## config.mk

```make
export PLATFORM = sky130hd
export DESIGN_NAME = uart_tx_arb
export DESIGN_NICKNAME = d
export VERILOG_FILES = /design/src/rtl/uart_tx_arb.sv
export SDC_FILE = /design/constraint.sdc
export NUM_CORES = 1
export LEC_CHECK = 0
export CORE_ASPECT_RATIO = 0.5
export CORE_MARGIN = 2
export CORE_UTILIZATION = 41
export CTS_CLUSTER_DIAMETER = 60
export CTS_CLUSTER_SIZE = 28
export DETAILED_ROUTE_END_ITERATION = 10
export PLACE_DENSITY = 0.83
export SKIP_CTS_REPAIR_TIMING = 1
export SLEW_MARGIN = 30
export SYNTH_ARGS = -nofsm -noshare
export SYNTH_HDL_FRONTEND = slang
export SYNTH_SLANG_ARGS = --single-unit
```

## constraint.sdc

```tcl
create_clock -name clk -period 2.1 [get_ports clk]
set_input_delay 0.525 -clock clk [delete_from_list [all_inputs] [get_ports clk]]
set_output_delay 0.525 -clock clk [all_outputs]
set_load 0.02 [all_outputs]
```

## src/rtl/uart_tx_arb.sv

```systemverilog
// uart_tx_arb: round-robin arbiter that feeds one byte at a time from NREQ requesters
// into a single UART transmitter, with an idle guard of GAP_CYCLES after each byte.
// Optional watchdog on the transmitter handshake: define UART_ARB_TIMEOUT_EN.
module uart_tx_arb #(
    parameter int unsigned NREQ           = 4,
    parameter int unsigned GAP_CYCLES     = 4,
    parameter int unsigned TIMEOUT_CYCLES = 1100000
) (
    input  logic                    clk,
    input  logic                    rst_n,
    input  logic [NREQ-1:0]         req,
    input  logic [NREQ*8-1:0]       req_data,
    output logic [NREQ-1:0]         ack,
    output logic [$clog2(NREQ)-1:0] grant_id,
    output logic                    busy,
    output logic                    tx_wr_en,
    output logic [7:0]              tx_data,
    input  logic                    tx_wr_done,
    output logic                    err_timeout
);

    localparam int unsigned     IdW     = $clog2(NREQ);
    localparam int unsigned     GapW    = $clog2(GAP_CYCLES + 1);
    localparam logic [IdW-1:0]  PtrRst  = IdW'(NREQ - 1);
    localparam logic [GapW-1:0] GapLast = GapW'(GAP_CYCLES - 1);

    typedef enum logic [1:0] {StIdle, StWaitDone, StGap} state_e;

    state_e          state;
    logic [IdW-1:0]  ptr;
    logic [GapW-1:0] gap_cnt;
    logic            found;
    logic [IdW-1:0]  winner;
    logic [7:0]      win_data;
    int unsigned     cand;

`ifdef UART_ARB_TIMEOUT_EN
    localparam int unsigned    WdW    = $clog2(TIMEOUT_CYCLES + 1);
    localparam logic [WdW-1:0] WdLast = WdW'(TIMEOUT_CYCLES - 1);
    logic [WdW-1:0] wd_cnt;
`else
    assign err_timeout = 1'b0;
`endif

    // First requesting index searching upward from one past the last grant.
    always_comb begin
        found  = 1'b0;
        winner = '0;
        cand   = 0;
        for (int unsigned i = 1; i <= NREQ; i++) begin
            cand = (32'(ptr) + i) % NREQ;
            if (!found && req[cand[IdW-1:0]]) begin
                found  = 1'b1;
                winner = cand[IdW-1:0];
            end
        end
    end

    // Byte lane of the current winner.
    always_comb begin
        win_data = '0;
        for (int unsigned i = 0; i < NREQ; i++) begin
            if (winner == IdW'(i)) begin
                win_data = req_data[8*i +: 8];
            end
        end
    end

    assign busy = (state != StIdle);

    // Arbitration FSM with all outputs registered; ack/strobe are single-cycle pulses.
    always_ff @(posedge clk or negedge rst_n) begin
        if (!rst_n) begin
            state    <= StIdle;
            ptr      <= PtrRst;
            grant_id <= '0;
            ack      <= '0;
            tx_wr_en <= 1'b0;
            tx_data  <= '0;
            gap_cnt  <= '0;
`ifdef UART_ARB_TIMEOUT_EN
            wd_cnt      <= '0;
            err_timeout <= 1'b0;
`endif
        end else begin
            ack      <= '0;
            tx_wr_en <= 1'b0;
`ifdef UART_ARB_TIMEOUT_EN
            err_timeout <= 1'b0;
`endif
            case (state)
                StIdle: begin
                    if (found) begin
                        state       <= StWaitDone;
                        ptr         <= winner;
                        grant_id    <= winner;
                        tx_data     <= win_data;
                        ack[winner] <= 1'b1;
                        tx_wr_en    <= 1'b1;
`ifdef UART_ARB_TIMEOUT_EN
                        wd_cnt <= '0;
`endif
                    end
                end
                StWaitDone: begin
                    // Completion beats an expiring watchdog on the same cycle.
                    if (tx_wr_done) begin
                        state   <= StGap;
                        gap_cnt <= '0;
                    end
`ifdef UART_ARB_TIMEOUT_EN
                    else if (wd_cnt == WdLast) begin
                        err_timeout <= 1'b1;
                        state       <= StGap;
                        gap_cnt     <= '0;
                    end else begin
                        wd_cnt <= wd_cnt + 1'b1;
                    end
`endif
                end
                StGap: begin
                    if (gap_cnt == GapLast) begin
                        state   <= StIdle;
                        gap_cnt <= '0;
                    end else begin
                        gap_cnt <= gap_cnt + 1'b1;
                    end
                end
                default: state <= StIdle;
            endcase
        end
    end

endmodule

```

==> flow_summary.toml <==
[run_status]
status = "complete, no violations"

[clock_network]
clock_sinks = 22
numCtsBuffers = 3
htree_levels = 1
clk_pin_slew_ns = 0.08
cts_tree = "built"
worstSkewPairLatency_ns = 0.27
clockBufferDepth = 2
root_buffer = "clkbuf_8"

[setup_path]
r2r-end = "tx_data[1]"
reg2reg_slack_ns = 0.37
cp-endpoint = "busy"
r2r_cells = 6
slowest_delay_ns = 0.53
path_cells = "nor2_1 > inv_1 > clkdlybuf4s50_1"
path_buf_inv = 2
cpLargestDelayFamily = "buffers and inverters"
slowest_stage = "clkdlybuf4s50_1"
crit_arrival_ns = 1.50
path_depth = 3
worstPathMaxFanout = 7
cp.required_ns = 1.57
endpoint_kind = "output port"
crit_start = "state[0]"
r2r_start = "ptr[1]"
cp-start-kind = "register"
criticalPathCategory = "reg2out"

[route]
routed_wl_mm = 3.29
firstDrtPassIters = 4
wl_per_cell_um = 14.6
drtIter0Drc = 54
drc = 0
vias = 1145
viasPerCell = 5.09
ant_nets = 0

[synthesis]
synth-seq-cells = 22
syn_nets = 162
syn-cell-area_mm2 = 0.00123
synthArstFlopShare_pct = 100
yosysUniqueCellTypes = 36
avgSynthCellArea_um2 = 10.1
synth-edff-count = 0
synthCells = 122
ys_warn_count = 0
seq_area_frac_synth_pct = 44.8
synth_ff_type = "dfrtp_1"

[floorplanning]
num_rows = 13
fp.dieArea_mm2 = 0.00349
die_x_um = 81.6
core_mm2 = 0.00272
boundaryPins = 56
start_util_pct = 45.4
die_h_um = 42.8

[layout]
fin_nets = 229
seq_area_um2 = 553
final_common_cell = "clkdlybuf4s50_1"
syn2layout_area_growth_pct = 57.8
num_antenna_cells = 0
drive_above_1_share_pct = 17.0
n_fill_cell = 192
multi_input_area_um2 = 622
final_cell_mix = "53 x clkdlybuf4s50_1, 20 x dfrtp_1, 18 x nand2_1"

[hold_path]
worst_hold_path_type = "reg2reg"

[timing]
setup_viol = 0
clock_skew_ns = 0.00537
period_minus_slack_ns = 2.03
finalWorstSetupSlack_ns = 0.0737
period_share_pct = 96.5
maxSlewViolCount = 0
fmax_ghz = 0.494
rsz0062_at_grt = "no"
hold_viol = 0

[grt]
grt_pass1_vias = 1152
grt_max_degree = 23
antenna_found_initial = 0
grt_use_total_pct = 20.5
grt_pass1_wl_mm = 5.40
overflow = 0

[pwr]
ir_worst_vdd_v = 0.000753
finalPower_uw = 2450
p_leak_uw = 0.000849
powerDensity_mw_per_mm2 = 1260

[placement]
dp_hpwl_mm = 2.64
gp_congestion = 0.750
dp_slack_ns = -0.196
io_buffer_count = 54

[flow_run]
maxCapViolCount = 0
[sequential cells by signal, indices dropped and copies added (netlist names)]
name,flops
ack,4
gap_cnt,3
grant_id,2
ptr,2
state,2
tx_data,8
tx_wr_en,1
[worst min-delay path by stage]
| stage | cells after the start | start | end | slack (ns) |
|---|---|---|---|---|
| floorplan | 0 | rst_n | ack[0] | 0.23 |
| global placement | 2 | grant_id[1] | grant_id[1] | 0.47 |
| detailed placement | 2 | grant_id[1] | grant_id[1] | 0.48 |
| CTS | 2 | grant_id[1] | grant_id[1] | 0.50 |
| global route | 2 | grant_id[1] | grant_id[1] | 0.52 |
| finish | 2 | grant_id[1] | grant_id[1] | 0.50 |
[Yosys cell counts (2+ instances only)]
| cell | count | area, µm² |
|---|---|---|
| a21oi_1 | 5 | 25.0 |
| buf_2 | 2 | 10.0 |
| buf_4 | 2 | 15.0 |
| buf_6 | 2 | 22.5 |
| dfrtp_1 | 20 | 500 |
| dfstp_2 | 2 | 52.6 |
| inv_1 | 3 | 11.3 |
| mux2_1 | 2 | 22.5 |
| mux2_2 | 2 | 22.5 |
| mux2i_1 | 14 | 140 |
| nand2_1 | 18 | 67.6 |
| nand2b_1 | 4 | 25.0 |
| nand2b_2 | 2 | 17.5 |
| nand3_1 | 7 | 35.0 |
| nor2_1 | 7 | 26.3 |
| nor2b_1 | 2 | 12.5 |
| o211ai_1 | 4 | 30.0 |
| o21a_1 | 2 | 15.0 |
| o221ai_1 | 4 | 35.0 |
| o22ai_1 | 2 | 12.5 |
[metrics by stage]
| step | hold WS (ns) | area (µm²) | TNS (ns) | instances | util, % |
|---|---|---|---|---|---|
| after floorplan | 0.229 | 1230 | 0 | 122 | - |
| after global placement | 0.467 | 1880 | -1.38 | 221 | 69.3 |
| after detailed placement | 0.476 | 1880 | -1.85 | 221 | 69.3 |
| after CTS | 0.496 | 1940 | 0 | 225 | 71.3 |
| after global routing | 0.520 | 1950 | 0 | 225 | 71.7 |
| final | 0.495 | 1950 | 0 | 225 | 71.7 |
[worst reg2reg max path, delay by kind of cell (launching register included)]
kind,cells,cell delay (ns)
mux,1,0.30
simple gates,2,0.25
flops,1,0.60
buf+inv,1,0.19
compound gates,2,0.29
[area by class of cell]
| cell class | instances | share of cell area [%] |
|---|---|---|
| Timing Repair Buffer | 69 | 33.7 |
| Tap cell | 37 | 2.38 |
| Clock buffer | 4 | 2.83 |
| Sequential cell | 22 | 28.4 |
| Multi-Input combinational cell | 89 | 31.9 |
| Inverter | 4 | 0.771 |
[kinds of logic (layout without fill, tap and decap cells)]
logic type               Yosys count  count (layout)  share of synthesized area (%)
AO/OA/AOI/OAI                     24              24                           15.3
adder cells (fa/ha/maj)            1               1                           1.01
buffers and inverters             11              77                           5.37
flip-flops                        22              22                           44.8
multiplexers                      18              18                           15.0
other                              1               1                          0.304
AND/OR/NAND/NOR                   45              45                           18.2
[metal layers]
| metal | global-route usage (%) | vias up | part of all wire, % |
|---|---|---|---|
| li1 | - | 566 | - |
| met1 | 25.2 | 545 | 45 |
| met2 | 35.7 | 25 | 50 |
| met3 | 4.68 | 9 | 3.1 |
| met4 | 6.67 | 0 | 1.7 |
| met5 | 0 | - | 0 |
[where the power goes]
part / internal [µW] / switching [µW] / total (µW)
logic: 686 / 711 / 1400
registers: 619 / 126 / 745
clock network: 167 / 144 / 311
total: 1470 / 980 / 2450
Power figures use the tool's default switching activity.
